===== config.mk =====
export PLATFORM = sky130hd
export DESIGN_NAME = hit_arbiter
export DESIGN_NICKNAME = d
export VERILOG_FILES = /design/src/rtl/ray_pkg.sv /design/src/rtl/rr_arbiter.sv /design/src/rtl/hit_arbiter.sv
export SDC_FILE = /design/constraint.sdc
export NUM_CORES = 1
export LEC_CHECK = 0
export CORE_AREA = 2 2 173 175
export DETAILED_ROUTE_END_ITERATION = 7
export DIE_AREA = 0 0 175 177
export PLACE_DENSITY_LB_ADDON = 0.08
export SLEW_MARGIN = 40
export SYNTH_ARGS = -nofsm -noshare
export SYNTH_HDL_FRONTEND = slang
export SYNTH_SLANG_ARGS = --single-unit

===== constraint.sdc =====
create_clock -name clk -period 6.47 [get_ports clk]
set_input_delay 1.294 -clock clk [delete_from_list [all_inputs] [get_ports clk]]
set_output_delay 1.294 -clock clk [all_outputs]
set_load 0.05 [all_outputs]

===== src/rtl/ray_pkg.sv =====
// Shared widths, FSM state encoding and hit record for the ray nearest-hit path.
package ray_pkg;

  localparam int unsigned TW_DEF  = 32;
  localparam int unsigned UVW_DEF = 16;
  localparam int unsigned IDW_DEF = 16;
  localparam int unsigned CNT_W   = 16;

  typedef enum logic [1:0] {
    ST_IDLE    = 2'd0,
    ST_COLLECT = 2'd1,
    ST_DONE    = 2'd2
  } state_e;

  typedef struct packed {
    logic [TW_DEF-1:0]  t;
    logic [UVW_DEF-1:0] u;
    logic [UVW_DEF-1:0] v;
    logic [IDW_DEF-1:0] triid;
  } hit_rec_t;

endpackage


===== src/rtl/rr_arbiter.sv =====
// Round-robin grant: first requesting lane at or after ptr, one-hot or zero.
module rr_arbiter #(
  parameter int unsigned NREQ = 4,
  localparam int unsigned PW  = (NREQ > 1) ? $clog2(NREQ) : 1
) (
  input  logic [NREQ-1:0] req,
  input  logic [PW-1:0]   ptr,
  output logic [NREQ-1:0] gnt
);

  logic          found;
  logic [PW-1:0] idx;

  always_comb begin
    gnt   = '0;
    found = 1'b0;
    idx   = '0;
    for (int unsigned i = 0; i < NREQ; i++) begin
      idx = PW'((32'(ptr) + i) % NREQ);
      if (!found && req[idx]) begin
        gnt[idx] = 1'b1;
        found    = 1'b1;
      end
    end
  end

endmodule


===== src/rtl/hit_arbiter.sv =====
// Collects intersection candidates from NREQ lanes round-robin and keeps the
// nearest hit for the current ray; result is held until consumed.
module hit_arbiter
  import ray_pkg::*;
#(
  parameter int unsigned NREQ = 4,
  parameter int unsigned TW   = TW_DEF,
  parameter int unsigned UVW  = UVW_DEF,
  parameter int unsigned IDW  = IDW_DEF
) (
  input  logic                  clk,
  input  logic                  globalreset_n,
  input  logic                  ray_start,
  input  logic                  abort,
  output logic                  ray_busy,
  input  logic [NREQ-1:0]       req_valid,
  output logic [NREQ-1:0]       req_ready,
  input  logic [NREQ-1:0]       req_hit,
  input  logic [NREQ-1:0]       req_last,
  input  logic [NREQ*TW-1:0]    req_t,
  input  logic [NREQ*UVW-1:0]   req_u,
  input  logic [NREQ*UVW-1:0]   req_v,
  input  logic [NREQ*IDW-1:0]   req_triid,
  output logic                  res_valid,
  input  logic                  res_ready,
  output logic [TW-1:0]         res_t,
  output logic [UVW-1:0]        res_u,
  output logic [UVW-1:0]        res_v,
  output logic [IDW-1:0]        res_triid,
  output logic                  res_anyhit,
  output logic [CNT_W-1:0]      res_count
);

  localparam int unsigned      PW      = (NREQ > 1) ? $clog2(NREQ) : 1;
  localparam logic [CNT_W-1:0] CNT_MAX = '1;

  typedef struct packed {
    logic [TW-1:0]  t;
    logic [UVW-1:0] u;
    logic [UVW-1:0] v;
    logic [IDW-1:0] triid;
  } rec_t;

  state_e           state, state_nxt;
  logic [PW-1:0]    ptr;
  logic [PW-1:0]    gidx;
  logic [NREQ-1:0]  lane_done;
  logic [NREQ-1:0]  req_pend;
  logic [NREQ-1:0]  gnt;
  rec_t             best;
  rec_t             sel;
  logic             sel_hit;
  logic             sel_last;
  logic             anyhit;
  logic [CNT_W-1:0] count;
  logic             collect;
  logic             xfer;
  logic             take;

  assign req_pend = req_valid & ~lane_done;

  rr_arbiter #(.NREQ(NREQ)) u_rr (
    .req (req_pend),
    .ptr (ptr),
    .gnt (gnt)
  );

  // Abort suppresses the grant in the same cycle so nothing is accepted.
  assign collect   = (state == ST_COLLECT) && !abort;
  assign req_ready = collect ? gnt : '0;
  assign xfer      = |(req_valid & req_ready);

  // Granted lane index and payload
  always_comb begin
    gidx     = '0;
    sel      = '0;
    sel_hit  = 1'b0;
    sel_last = 1'b0;
    for (int unsigned i = 0; i < NREQ; i++) begin
      if (gnt[i]) begin
        gidx      = PW'(i);
        sel.t     = req_t[i*TW +: TW];
        sel.u     = req_u[i*UVW +: UVW];
        sel.v     = req_v[i*UVW +: UVW];
        sel.triid = req_triid[i*IDW +: IDW];
        sel_hit   = req_hit[i];
        sel_last  = req_last[i];
      end
    end
  end

  // Strictly nearer replaces; equal distance keeps the incumbent.
  assign take = xfer && sel_hit && (!anyhit || (sel.t < best.t));

  always_ff @(posedge clk or negedge globalreset_n) begin
    if (!globalreset_n) state <= ST_IDLE;
    else                state <= state_nxt;
  end

  always_comb begin
    state_nxt = state;
    case (state)
      ST_IDLE:    if (ray_start)    state_nxt = ST_COLLECT;
      ST_COLLECT: if (&lane_done)   state_nxt = ST_DONE;
      ST_DONE:    if (res_ready)    state_nxt = ST_IDLE;
      default:                      state_nxt = ST_IDLE;
    endcase
    if (abort) state_nxt = ST_IDLE;
  end

  // Per-ray accumulation registers
  always_ff @(posedge clk or negedge globalreset_n) begin
    if (!globalreset_n) begin
      ptr       <= '0;
      lane_done <= '0;
      best      <= '0;
      anyhit    <= 1'b0;
      count     <= '0;
    end else if (state == ST_IDLE) begin
      if (ray_start && !abort) begin
        ptr       <= '0;
        lane_done <= '0;
        best      <= '0;
        anyhit    <= 1'b0;
        count     <= '0;
      end
    end else if (xfer) begin
      ptr <= PW'((32'(gidx) + 32'd1) % NREQ);
      if (sel_last) lane_done <= lane_done | gnt;
      if (take)     best <= sel;
      if (sel_hit)  anyhit <= 1'b1;
      if (count != CNT_MAX) count <= count + CNT_W'(1);
    end
  end

  assign ray_busy   = (state != ST_IDLE);
  assign res_valid  = (state == ST_DONE);
  assign res_t      = best.t;
  assign res_u      = best.u;
  assign res_v      = best.v;
  assign res_triid  = best.triid;
  assign res_anyhit = anyhit;
  assign res_count  = count;

endmodule

# == Word-level counts from Yosys, hierarchy flattened ==
# Cells that the tools add are included.
# W data, S select, Z words.
# totals
register_bits,105
inputBits,337
out_inout_bits,103
elab_cells,132
# classes
n_addsub,5
n_lt_le_gt_ge,9
eq_ne,7
muxes,63
bitwise,7
reduce_logical,32
# op_table
op,n
$mux W80,8
$mux W16,4
$mux W4,9
$lt A32 B32 Y1,1
$mux W1,24
$mux W2,9
$add A16 B1 Y16 const B,1
$ne A16 B16 Y1 const B,1
$or A4 B4 Y4,4
$reduce_and A3 Y1,5
$lt A2 B3 Y1 const B,4
$reduce_bool A2 Y1,6
$logic_and A1 B1 Y1,11
$and A4 B4 Y4,2
$bmux W1 S2,4
$demux W1 S2,4
$ge A2 B1 Y1 const B,4
$ne A3 B2 Y1 const B,2
$pmux W2 S3,1
$logic_not A1 Y1,5
$add A2 B1 Y2 const B,2
$add A2 B2 Y2 const B,2
$not A4 Y4,1
$reduce_and A4 Y1,1
8 further kinds,8

# == Longest topological paths before layout ==
# Gate-level depths: netlist of run 1.
# logic_depth
word_depth,24
depth_mapped,25
ltp_nobuf,20

# == Cells and area by module ==
# A second synthesis of run 1 with hierarchy kept.
# hier_totals
hier_cells,963
area_unflattened_um2,7997.7
# by_module_without_submodules
mod,instances,cells_each,area_per_inst_um2,seq_area_each_um2
hit_arbiter,1,927,7659.8,2627.5
rr_arbiter,1,36,337.8,0.0

# == Worst setup path after synthesis of run 1 ==
# Ideal clock, no wire load.
# synth_path
kind,input -> register
start,in req_valid[2]
end,reg best (netlist bit res_triid[15])
setup_ns,0.120
t_arrival_ns,5.682
required_ns,6.350
slack_ns,0.669
path_stages,22
path_buffers,5
path_cell_list,nor2b_1 nor2_1 mux4_2 a32oi_1 and2_1 clkbuf_1 clkbuf_1 clkbuf_1 o22ai_1 nor2_1 ha_1 a21o_1 a21o_1 a21oi_1 nor2b_1 o21ai_0 a21oi_1 o31ai_1 nand4_2 buf_2 buf_2 a31o_1
# synth_via
elab_chain_cells,22
# synth_lines
item,line,source
start: declaration,hit_arbiter.sv:16,"input logic [NREQ-1:0] req_valid,"
$and A4 B4 Y4,hit_arbiter.sv:60,assign req_pend = req_valid & ~lane_done;
$bmux W1 S2,rr_arbiter.sv:20,if (!found && req[idx]) begin
$mux W1 (not written as such),rr_arbiter.sv:20,
$mux W1,rr_arbiter.sv:20,
$logic_not A1 Y1,rr_arbiter.sv:20,
$logic_and A1 B1 Y1,rr_arbiter.sv:20,
$mux W1,rr_arbiter.sv:20,
$logic_not A1 Y1,rr_arbiter.sv:20,
[3 not listed],--,
$logic_and A1 B1 Y1,rr_arbiter.sv:20,
$mux W4,rr_arbiter.sv:20,
$mux W80 (4 in series),hit_arbiter.sv:80,if (gnt[i]) begin
$lt A32 B32 Y1,hit_arbiter.sv:93,assign take = xfer && sel_hit && (!anyhit || (sel.t < best.t));
$logic_or A1 B1 Y1,hit_arbiter.sv:93,
$logic_and A1 B1 Y1,hit_arbiter.sv:93,
$reduce_bool A2 Y1 (no line),--,
$reduce_and A3 Y1 (no line),--,
end signal: assignment,hit_arbiter.sv:130,if (take) best <= sel;
end: declaration,hit_arbiter.sv:50,rec_t best;
# Several ways; a longest one is shown, not always the timed one. The select of a mux whose other input is x is not followed.
# A chain may end at the register's enable or synchronous reset.

# == Final worst setup path of run 1 ==
# layout_path
start,in req_valid[1]
end,reg best (netlist bit res_v[15])
# The elaborated chain is that of the path after synthesis.

==> results of run 1 <==
worst reg2reg max path: cells and delay by family, from the launching register on:
| kind | cells | cell delay [ns] |
|---|---|---|
| buffers and inverters | 5 | 0.96 |
| AOI/OAI and AO/OA | 10 | 1.94 |
| DFF | 1 | 0.45 |
| adders and majority gates | 2 | 0.69 |
| and+or+nand+nor | 7 | 1.37 |
routing by layer:
metal,up-vias,routed length (um),global-route usage [%]
met5,-,0,0
met4,0,932,6.60
met3,48,1950,4.25
met2,310,17200,37.7
met1,4111,14600,27.6
li1,4085,-,-
final timing paths:
path	start	cells past startpoint	slack, ns	end
worst min register to register	res_u[15]	1	0.50	res_u[15]
worst min-delay path	res_u[15]	1	0.50	res_u[15]
max in group asynchronous	globalreset_n	2	4.51	res_triid[13]
worst max-delay path	req_valid[1]	25	0.36	res_v[15]
min in group asynchronous	globalreset_n	1	0.93	res_v[4]
worst max register to register	ptr[1]	24	0.99	res_v[15]
per-stage QoR:
step,setup TNS (ns),util [%],std cells
after global routing,-0.0273,43.9,1630
after CTS,0,43.7,1629
final,0,43.9,1630
after floorplan,0,-,802
after global placement,0,42.7,1613
after detailed placement,0,42.7,1613
flip-flops by register name, summed over array words and instances, names as in the netlist:
register,cells
lane_done,4
ptr,2
res_anyhit,1
res_count,16
res_t,32
res_triid,16
res_u,16
res_v,16
state,2
kinds of logic (layout without fill, tap and decap cells):
group	count (synthesis)	in the layout	share of synthesized area, %
buffers and inverters	115	552	6.53
AOI/OAI and AO/OA	316	316	33.2
and+or+nand+nor	209	209	14.9
other	0	1	0
muxes	9	9	2.08
adders and majority gates	40	40	6.77
xor gates and xnor gates	8	8	0.948
DFF	105	105	35.5
power groups by stage:
stage | Combinational [uW] | Sequential [uW] | Clock [uW]
final | 4850 | 947 | 544
after CTS | 4880 | 951 | 560
after detailed placement | 4860 | 960 | 0
after floorplan | 2610 | 1440 | 0
after global routing | 5330 | 976 | 585
after global placement | 4890 | 956 | 0
cells in the final DEF, fill, tap and decap left out, types with 5 or more instances in the layout:
cell type / Yosys / routed
and3_1: 11 / 11
nor4_1: 50 / 41
xor2_1: 6 / 6
or3_1: 7 / 7
a21oi_1: 22 / 22
dfrtp_1: 105 / 105
a221oi_1: 81 / 81
nor2b_1: 7 / 7
inv_1: 39 / 39
and2_1: 8 / 7
a21o_1: 7 / 7
a22o_1: 32 / 32
nand4_1: 11 / 11
nor4_2: 0 / 9
o22ai_1: 79 / 79
nor2_1: 64 / 61
buf_12: 0 / 6
nand2b_1: 5 / 5
nand2_1: 23 / 21
nand3_1: 12 / 12
mux4_2: 5 / 5
clkdlybuf4s50_1: 0 / 438
o21ai_0: 17 / 17
buf_4: 1 / 51
a31o_1: 48 / 48
clkbuf_16: 0 / 9
ha_1: 40 / 40
area by class of cell:
type / instances / area [um^2]
Antenna cell: 1 / 2.50
Clock buffer: 9 / 225
Clock inverter: 7 / 52.6
Fill cell: 2886 / 16400
Inverter: 40 / 150
Multi-Input combinational cell: 582 / 4410
Sequential cell: 105 / 2630
Tap cell: 390 / 488
Timing Repair Buffer: 496 / 4900
repair_timing:
item | 4_1_cts | 5_1_grt
hold endpoints to repair | 0 | 0
gates resized for setup | 0 | 11
endpoints found under the setup margin | 0 | 25
==> reports/qor.json, run 1 <==
{
  "yosys": {
    "synth.distinct_cells": 59,
    "synth-warning-count": 0,
    "synth_commonest_cells": "dfrtp_1, a221oi_1, o22ai_1",
    "synth_most_common_cell": "dfrtp_1",
    "synth_edf_count": 0,
    "synth.top_cell.area_share_pct": 35.5,
    "synth.area.top_cells": "dfrtp_1, a221oi_1, ha_1, o22ai_1, a31o_1",
    "synth_async_sr_flop_share_pct": 100,
    "avgSynthCellArea_um2": 9.22,
    "syn-instance-count": 802,
    "synth_top_area_cell": "dfrtp_1",
    "synth_seq_cells": 105,
    "mappedNetlistArea_um2": 7390,
    "yosysSeqAreaShare_pct": 35.5,
    "synth.net_count": 1179,
    "yosys_most_used_dff": "dfrtp_1"
  },
  "final_layout": {
    "design_area_um2": 12900,
    "synthToLayoutAreaGrowth_pct": 73.8,
    "post_route_cells_drive_above_1_share_pct": 8.72,
    "final_net_count": 1611
  },
  "sta": {
    "relSlewSlack_pct": 51.2,
    "finalCritPeriodShare_pct": 94.5,
    "finalHoldWorstSlack_ns": 0.501,
    "timing_hold_violations_final": 0,
    "slew_violations": 0,
    "finalWorstSetupSlack_ns": 0.355,
    "max_freq_mhz": 164,
    "rsz0062_at_grt": "true",
    "final_period_minus_worst_setup_slack_ns": 6.11,
    "worst_slew_pin_slew_ns": 0.728,
    "final-setup-viol-count": 0,
    "worst_clock_skew_ns": 0.0118
  },
  "flow_run": {
    "max_cap_violations": 0
  },
  "route": {
    "drt_iter0_markers": 437,
    "route.vias.total": 8554,
    "drt_wl_total_um": 34600,
    "wl_per_cell_um": 21.3,
    "detailedRoute.firstPassIterationCount": 5,
    "via_cell_ratio": 5.25,
    "post-route-drc-count": 0,
    "antenna_left": 0
  },
  "clocking": {
    "clock_sink_count": 105,
    "cts_tree": "done",
    "cts_hold_buffers": 0,
    "cts-root-buf": "clkbuf_16",
    "post-cts-setup-buffer-count": 0,
    "clock_tree.buffer_depth": 2,
    "cts.htree.levels": 3,
    "cts_buffers": 9,
    "clk_transition_reported_paths_ns": 0.07,
    "clkLatencyLatePin_ns": 0.36
  },
  "placed_design": {
    "detailedPlacementHpwl_um": 27100,
    "place_area_um2": 12500,
    "gp_routability_congestion": 0.888,
    "placement.setup.worst_slack_ns": 0.00256,
    "portBuffers": 439
  },
  "power": {
    "internal_power_consumption_uw": 3040,
    "pwr-share-comb_pct": 76.5,
    "vdd_drop_max_uv": 242,
    "sw_frac_of_total_pct": 52.1,
    "cellPowerDensity_nw_per_um2": 494,
    "p_switching_uw": 3310,
    "static-leakage-power_uw": 0.00497,
    "power.share.sequential_pct": 14.9,
    "power_frac_clock_pct": 8.6,
    "post-layout-total-power_uw": 6350
  },
  "grt": {
    "first_global_vias": 9048,
    "grt_start_max_net_pins": 70,
    "gr-usage-all-layers_pct": 21.8,
    "grt_pass1_wl_um": 52400,
    "global_route.overflow_total": 0,
    "grt_antenna_before_repair": 1
  },
  "floorplanning": {
    "die_x_um": 175,
    "start_util_pct": 25.3,
    "core_area_um2": 29200,
    "die_area_um2": 31000,
    "floorplan.io_pins": 440,
    "std_cell_rows": 63,
    "die_height_um": 177
  },
  "status": {
    "status": "complete, no violations"
  },
  "worst_setup_path": {
    "crit_path_start_kind": "input pin",
    "worst_path_dominant_cell_family": "compound AO/OA/AOI/OAI gates",
    "worst_ep_required_ns": 6.76,
    "worst-path-buf-inv": 6,
    "path_common_cell": "buf_4",
    "cp.arrival_ns": 6.41,
    "slowest_cell_on_crit_path": "a2111oi_4",
    "critical_path.max_fanout": 18,
    "setup.worst_path.class": "in2reg",
    "endpoint_kind": "flop",
    "slowest_delay_ns": 0.47
  },
  "worst_hold_path": {
    "min-delay-path-class": "reg2reg"
  }
}
(Power assumes the default switching activity.)
==> run 2: changes to the inputs <==
Settings changed: CORE_AREA 2 2 173 175 to 2 2 170 172, DIE_AREA 0 0 175 177 to 0 0 172 174, DONT_BUFFER_PORTS from default to 1, RECOVER_POWER from default to 100, TNS_END_PERCENT from default to 5.
==> reports/qor.json, run 2 (synthesis results as in run 1) <==
{
  "status": {
    "status": "complete, no violations"
  },
  "placed_design": {
    "dpl.cell_count": {"value": 1145, "change": "-29%"},
    "portBuffers": {"value": 0, "change": "-100%"},
    "placement.setup.worst_slack": {"value": -0.0477, "unit": "ns", "change": "-0.0502 ns"},
    "gp_routability_congestion": {"value": 0.852, "change": "-4.0%"},
    "detailedPlacementHpwl": {"value": 23500, "unit": "um", "change": "-13%"}
  },
  "worst_setup_path": {
    "worst_ep_required": {"value": 6.71, "unit": "ns", "change": "-0.05 ns"},
    "crit_path_start_kind": "input pin",
    "worst_setup_path_endpoint": "res_t[16]",
    "critical_path.max_fanout": {"value": 31, "change": "+13"},
    "timing.rr.end": "res_u[7]",
    "reg2reg_depth": {"value": 22, "change": "-8.3%"},
    "slowest_cell_on_crit_path": "mux4_2",
    "cp.arrival": {"value": 6.31, "unit": "ns", "change": "-0.10 ns"},
    "slowest_delay": {"value": 0.55, "unit": "ns", "change": "+0.08 ns"},
    "critical_path.reg2reg.startpoint": "ptr[1]",
    "critical_path.cell_chain": "nor2b_1 -> mux4_2 -> and2_1 -> a2111o_1 -> nor2_2 -> nor2_4 -> buf_4 -> buf_4 -> a221oi_1 -> nor2_1 -> ha_1 -> nand4_1 -> nor2_1 -> nand3_1 -> or3_1 -> a41oi_1 -> inv_1 -> and2_0 -> and3_1 -> buf_4 -> a22o_1",
    "cp-startpoint": "req_valid[2]",
    "setup.worst_path.class": "in2reg",
    "endpoint_kind": "flop",
    "r2r_slack": {"value": 0.60, "unit": "ns", "change": "-0.39 ns"},
    "path_common_cell": "buf_4"
  },
  "sta": {
    "relSlewSlack": {"value": 29.8, "unit": "%", "change": "-21 points"},
    "max_freq": {"value": 165, "unit": "MHz", "change": "+0.73%"},
    "timing_hold_violations_final": {"value": 0, "change": "unchanged"},
    "rsz0062_at_grt": "false",
    "worst_clock_skew": {"value": 0.0139, "unit": "ns", "change": "+0.00211 ns"},
    "worst_slew_pin_slew": {"value": 1.06, "unit": "ns", "change": "+0.328 ns"},
    "finalWorstSetupSlack": {"value": 0.399, "unit": "ns", "change": "+0.0441 ns"},
    "finalCritPeriodShare": {"value": 93.8, "unit": "%", "change": "-0.68 points"},
    "final_period_minus_worst_setup_slack": {"value": 6.07, "unit": "ns", "change": "-0.0441 ns"},
    "slew_violations": {"value": 0, "change": "unchanged"},
    "final-setup-viol-count": {"value": 0, "change": "unchanged"}
  },
  "grt": {
    "grt_start_max_net_pins": {"value": 106, "change": "+51%"},
    "global_route.overflow_total": {"value": 0, "change": "unchanged"},
    "grt_pass1_wl": {"value": 44500, "unit": "um", "change": "-15%"},
    "gr-usage-all-layers": {"value": 19.6, "unit": "%", "change": "-2.3 points"},
    "first_global_vias": {"value": 7009, "change": "-23%"},
    "grt_antenna_before_repair": {"value": 4, "change": "+3"}
  },
  "worst_hold_path": {
    "min-delay-path-class": "reg2reg"
  },
  "power": {
    "power.share.sequential": {"value": 26.3, "unit": "%", "change": "+11 points"},
    "power_frac_clock": {"value": 10.9, "unit": "%", "change": "+2.3 points"},
    "internal_power_consumption": {"value": 2540, "unit": "uW", "change": "-16%"},
    "cellPowerDensity": {"value": 698, "unit": "nW/um^2", "change": "+41%"},
    "sw_frac_of_total": {"value": 55.5, "unit": "%", "change": "+3.4 points"},
    "p_switching": {"value": 3170, "unit": "uW", "change": "-4.1%"},
    "vdd_drop_max": {"value": 307, "unit": "uV", "change": "+27%"},
    "pwr-share-comb": {"value": 62.9, "unit": "%", "change": "-14 points"},
    "static-leakage-power": {"value": 0.00317, "unit": "uW", "change": "-36%"}
  },
  "final_layout": {
    "layout_common_cells": "dfrtp_1, a221oi_1, o22ai_1, nor2_1, nor4_1",
    "final_cells": {"value": 1165, "change": "-29%"},
    "nFillCells": {"value": 3059, "change": "+6.0%"},
    "commonest_non_fill_non_tap_cell_in_the_layout": "dfrtp_1",
    "synthToLayoutAreaGrowth_pct": 10.7,
    "final_net_count": {"value": 1149, "change": "-29%"},
    "multi_input_area": {"value": 4330, "unit": "um^2", "change": "-1.8%"},
    "max_reg_flops": {"value": 32, "change": "unchanged"},
    "footprint_of_the_flip_flops_and_latches": {"value": 2630, "unit": "um^2", "change": "unchanged"},
    "post_route_cells_drive_above_1_share": {"value": 8.75, "unit": "%", "change": "+0.035 points"}
  },
  "flow_run": {
    "max_cap_violations": {"value": 0, "change": "unchanged"}
  },
  "route": {
    "drt_wl_total": {"value": 30300, "unit": "um", "change": "-12%"},
    "route.layer.met1.wl": {"value": 12600, "unit": "um", "change": "-14%"},
    "routed.top_layer": "met4",
    "drt_iter0_markers": {"value": 399, "change": "-8.7%"},
    "detailedRoute.firstPassIterationCount": {"value": 5, "change": "unchanged"},
    "via_cell_ratio": {"value": 6.04, "change": "+15%"},
    "met3_wirelength": {"value": 1890, "unit": "um", "change": "-3.1%"},
    "met2RoutedLength": {"value": 15200, "unit": "um", "change": "-12%"},
    "post-route-drc-count": {"value": 0, "change": "unchanged"},
    "wl_per_cell": {"value": 26.0, "unit": "um", "change": "+23%"},
    "route.vias.total": {"value": 7039, "change": "-18%"},
    "antenna_left": {"value": 0, "change": "unchanged"}
  },
  "clocking": {
    "cts_hold_buffers": {"value": 0, "change": "unchanged"},
    "clkLatencyLatePin": {"value": 0.35, "unit": "ns", "change": "about the same"},
    "cts_buffers": {"value": 9, "change": "unchanged"},
    "clock_sink_count": {"value": 105, "change": "unchanged"},
    "cts-root-buf": "clkbuf_16",
    "cts_tree": "done",
    "cts.htree.levels": {"value": 3, "change": "unchanged"},
    "clk_transition_reported_paths": {"value": 0.08, "unit": "ns", "change": "about the same"},
    "clock_tree.buffer_depth": {"value": 2, "change": "unchanged"}
  },
  "floorplanning": {
    "die_area": {"value": 29900, "unit": "um^2", "change": "-3.4%"},
    "core_area": {"value": 28200, "unit": "um^2", "change": "-3.4%"},
    "die_x": {"value": 172, "unit": "um", "change": "-1.7%"},
    "die_height": {"value": 174, "unit": "um", "change": "-1.7%"},
    "floorplan.io_pins": {"value": 440, "change": "unchanged"},
    "std_cell_rows": {"value": 62, "change": "-1.6%"},
    "start_util": {"value": 26.2, "unit": "%", "change": "+0.90 points"}
  }
}
==> run 2: final cells by class <==
type	instances	area share, %
Sequential cell	105	32.1
Clock buffer	12	3.01
Clock inverter	4	0.933
Multi-Input combinational cell	582	52.9
Timing Repair Buffer	34	3.24
Tap cell	384	5.87
Antenna cell	4	0.122
Inverter	40	1.83
==> run 2: timing repair <==
action | CTS | global route
setup endpoints to repair | 0 | 3
buffers inserted | 0 | 0
gates resized for setup | 0 | 1
==> run 2: metrics by stage <==
| stage | util (%) | total power, uW | hold slack (ns) | instance area (um^2) | setup TNS, ns |
|---|---|---|---|---|---|
| final | 29.0 | 5710 | 0.569 | 8180 | 0 |
| after floorplan | - | 4040 | 0.485 | 7390 | 0 |
| after CTS | 29.1 | 5780 | 0.560 | 8210 | 0 |
| after global routing | 29.0 | 6210 | 0.589 | 8180 | 0 |
| after detailed placement | 27.9 | 5130 | 0.540 | 7890 | -1.61 |
| after global placement | 27.9 | 5110 | 0.535 | 7880 | 0 |
==> run 2: power by group through the flow <==
stage          clock network (uW)  registers [uW]  logic [uW]
2_1_floorplan                   0            1440        2610
3_3_place_gp                    0            1530        3580
3_5_place_dp                    0            1520        3610
4_1_cts                       650            1510        3630
5_1_grt                       671            1520        4020
6_report                      620            1500        3590
==> run 2: metal layers <==
metal  vias up  track usage [%]
met5         -                0
met4         0             5.88
met3        37             3.71
met2       345             33.4
met1      3481             24.9
li1       3176                -
==> run 2: worst min-delay path by stage <==
stage,startpoint,endpoint,slack (ns),cells past startpoint
detailed placement,lane_done[3],lane_done[3],0.54,2
CTS,lane_done[3],lane_done[3],0.56,2
global route,lane_done[3],lane_done[3],0.59,2
finish,lane_done[3],lane_done[3],0.57,2
global placement,lane_done[3],lane_done[3],0.54,2
floorplan,lane_done[3],lane_done[3],0.48,2
==> run 2: worst max-delay path: cells and delay by family <==
kind | cells | cell delay [ns]
AO/OA/AOI/OAI | 4 | 1.26
adder cells (fa/ha/maj) | 1 | 0.32
buffers and inverters | 4 | 0.83
multiplexers | 1 | 0.55
AND/OR/NAND/NOR | 11 | 2.03
==> run 3: changes to the inputs <==
Settings changed: CORE_AREA 2 2 170 172 to 2 2 171 173, DIE_AREA 0 0 172 174 to 0 0 173 175.
==> reports/qor.json, run 3 (synthesis results as in run 1) <==
{
  "placed_design": {
    "portBuffers": {"value": 0, "change": "unchanged"},
    "detailedPlacementHpwl": {"value": 22600, "unit": "um", "change": "-3.8%"},
    "place_area": {"value": 7830, "unit": "um^2", "change": "-0.76%"},
    "gp_routability_congestion": {"value": 0.969, "change": "+14%"}
  },
  "sta": {
    "relSlewSlack": {"value": 27.7, "unit": "%", "change": "-2.1 points"},
    "worst_slew_pin_slew": {"value": 1.09, "unit": "ns", "change": "+0.0317 ns"},
    "final-setup-viol-count": {"value": 0, "change": "unchanged"},
    "finalCritPeriodShare": {"value": 92.9, "unit": "%", "change": "-0.97 points"},
    "worst_clock_skew": {"value": 0.0144, "unit": "ns", "change": "+0.000486 ns"},
    "final_period_minus_worst_setup_slack": {"value": 6.01, "unit": "ns", "change": "-0.0627 ns"},
    "max_freq": {"value": 166, "unit": "MHz", "change": "+1.0%"},
    "timing_hold_violations_final": {"value": 0, "change": "unchanged"},
    "slew_violations": {"value": 0, "change": "unchanged"},
    "rsz0062_at_grt": "false"
  },
  "grt": {
    "gr-usage-all-layers": {"value": 18.9, "unit": "%", "change": "-0.65 points"},
    "grt_antenna_before_repair": {"value": 2, "change": "-2"},
    "first_global_vias": {"value": 7116, "change": "+1.5%"},
    "grt_start_max_net_pins": {"value": 106, "change": "unchanged"},
    "global_route.overflow_total": {"value": 0, "change": "unchanged"},
    "grt_pass1_wl": {"value": 44600, "unit": "um", "change": "about the same"}
  },
  "clocking": {
    "clkLatencyLatePin": {"value": 0.36, "unit": "ns", "change": "about the same"},
    "cts_hold_buffers": {"value": 0, "change": "unchanged"},
    "post-cts-setup-buffer-count": {"value": 0, "change": "unchanged"},
    "postCtsResizedCells": {"value": 0, "change": "unchanged"},
    "cts_buffers": {"value": 9, "change": "unchanged"},
    "cts-root-buf": "clkbuf_16",
    "cts.htree.levels": {"value": 3, "change": "unchanged"},
    "clock_tree.buffer_depth": {"value": 2, "change": "unchanged"},
    "clock_sink_count": {"value": 105, "change": "unchanged"},
    "clk_transition_reported_paths": {"value": 0.08, "unit": "ns", "change": "about the same"},
    "cts_tree": "done"
  },
  "worst_hold_path": {
    "timing.hold.worst.start": "lane_done[3]",
    "min-delay-path-class": "reg2reg"
  },
  "route": {
    "antenna_left": {"value": 0, "change": "unchanged"},
    "wl_per_cell": {"value": 25.8, "unit": "um", "change": "-0.82%"},
    "via_cell_ratio": {"value": 6.13, "change": "+1.5%"},
    "detailedRoute.firstPassIterationCount": {"value": 5, "change": "unchanged"},
    "route.vias.total": {"value": 7088, "change": "+0.70%"},
    "drt_wl_total": {"value": 29900, "unit": "um", "change": "-1.6%"},
    "post-route-drc-count": {"value": 0, "change": "unchanged"},
    "drt_iter0_markers": {"value": 461, "change": "+16%"}
  },
  "power": {
    "static-leakage-power": {"value": 0.00312, "unit": "uW", "change": "-1.5%"},
    "sw_frac_of_total": {"value": 56.2, "unit": "%", "change": "+0.62 points"},
    "cellPowerDensity": {"value": 685, "unit": "nW/um^2", "change": "-1.8%"},
    "power.share.sequential": {"value": 27.0, "unit": "%", "change": "+0.7 points"},
    "internal_power_consumption": {"value": 2440, "unit": "uW", "change": "-3.9%"},
    "power_frac_clock": {"value": 9.8, "unit": "%", "change": "-1.1 points"},
    "p_switching": {"value": 3120, "unit": "uW", "change": "-1.5%"},
    "pwr-share-comb": {"value": 63.2, "unit": "%", "change": "+0.3 points"},
    "vdd_drop_max": {"value": 257, "unit": "uV", "change": "-16%"},
    "post-layout-total-power": {"value": 5560, "unit": "uW", "change": "-2.6%"}
  },
  "final_layout": {
    "synthToLayoutAreaGrowth_pct": 9.80,
    "layout_common_cells": "dfrtp_1, a221oi_1, o22ai_1, nor2_1, nor4_1",
    "design_area": {"value": 8120, "unit": "um^2", "change": "-0.78%"},
    "multi_input_area": {"value": 4360, "unit": "um^2", "change": "+0.67%"},
    "nFillCells": {"value": 3070, "change": "+0.36%"},
    "final_net_count": {"value": 1142, "change": "-0.61%"},
    "post_route_cells_drive_above_1_share": {"value": 8.31, "unit": "%", "change": "-0.44 points"},
    "footprint_of_the_flip_flops_and_latches": {"value": 2630, "unit": "um^2", "change": "unchanged"},
    "final_core_util": {"value": 28.6, "unit": "%", "change": "-0.38 points"},
    "commonest_non_fill_non_tap_cell_in_the_layout": "dfrtp_1",
    "max_reg_flops": {"value": 32, "change": "unchanged"}
  },
  "floorplanning": {
    "std_cell_rows": {"value": 62, "change": "unchanged"},
    "core_area": {"value": 28400, "unit": "um^2", "change": "+0.55%"},
    "die_area": {"value": 30300, "unit": "um^2", "change": "+1.2%"},
    "die_height": {"value": 175, "unit": "um", "change": "+0.57%"},
    "die_x": {"value": 173, "unit": "um", "change": "+0.58%"},
    "floorplan.io_pins": {"value": 440, "change": "unchanged"},
    "start_util": {"value": 26.0, "unit": "%", "change": "-0.14 points"}
  },
  "worst_setup_path": {
    "cp-startpoint": "req_valid[2]",
    "worst_ep_required": {"value": 6.71, "unit": "ns", "change": "about the same"},
    "crit_path_start_kind": "input pin",
    "critical_path.reg2reg.startpoint": "ptr[0]",
    "critical_path.max_fanout": {"value": 84, "change": "+170%"},
    "endpoint_kind": "flop",
    "cp.arrival": {"value": 6.25, "unit": "ns", "change": "-0.06 ns"},
    "setup.worst_path.class": "in2reg"
  },
  "status": {
    "status": "complete, no violations"
  },
  "flow_run": {
    "max_cap_violations": {"value": 0, "change": "unchanged"}
  }
}
-- run 3: power by group through the flow --
| stage | Clock [uW] | Combinational (uW) | Sequential (uW) |
|---|---|---|---|
| after floorplan | 0 | 2610 | 1440 |
| after global placement | 0 | 3460 | 1530 |
| after detailed placement | 0 | 3520 | 1530 |
| after CTS | 575 | 3540 | 1510 |
| after global routing | 595 | 3950 | 1520 |
| final | 546 | 3520 | 1500 |
-- run 3: layout make-up --
| type | count | share of cell area, % |
|---|---|---|
| Multi-Input combinational cell | 582 | 53.6 |
| Clock inverter | 5 | 0.493 |
| Clock buffer | 11 | 2.99 |
| Sequential cell | 105 | 32.4 |
| Inverter | 40 | 1.85 |
| Tap cell | 384 | 5.92 |
| Antenna cell | 2 | 0.0616 |
| Timing Repair Buffer | 27 | 2.68 |
-- run 3: through the flow --
| step | hold WS (ns) | TNS, ns | instances | worst slack, ns |
|---|---|---|---|---|
| 6_report | 0.576 | 0 | 1156 | 0.462 |
| 5_1_grt | 0.600 | 0 | 1156 | 0.0776 |
| 4_1_cts | 0.576 | 0 | 1154 | 0.120 |
| 3_5_place_dp | 0.555 | -10.65 | 1138 | -0.222 |
| 3_3_place_gp | 0.539 | 0 | 1138 | 0.0665 |
| 2_1_floorplan | 0.485 | 0 | 802 | 0.669 |
-- run 3: worst max-delay path, stage by stage --
cell       delay [ns]
nor2b_1          0.17
mux4_2           0.54
and2_0           0.23
a2111oi_4        0.49
nand2_4          0.30
nor2_4           0.35
buf_12           0.20
a221oi_1         0.08
nor2_1           0.21
ha_1             0.18
nand4_1          0.16
nor2_1           0.12
nand3_1          0.13
nor4_2           0.36
clkbuf_4         0.21
o2111ai_1        0.27
nand4_4          0.21
buf_12           0.30
nor4_1           0.13
a31o_1           0.22
-- run 3: worst paths after layout --
kind	end	slack (ns)	depth (start not counted)
worst max-delay path	res_u[10]	0.46	20
worst min-delay path	lane_done[3]	0.58	2
worst max register to register	res_u[10]	0.50	22
worst min register to register	lane_done[3]	0.58	2
max in group asynchronous	res_count[7]	5.63	0
min in group asynchronous	res_t[24]	0.62	0
-- run 3: routing by layer --
metal	global-route usage, %	up-vias	share of wire, %
met3	3.48	38	5.5
li1	-	3149	-
met4	5.79	0	2.5
met5	0	-	0
met2	33.6	320	52
met1	23.2	3581	40
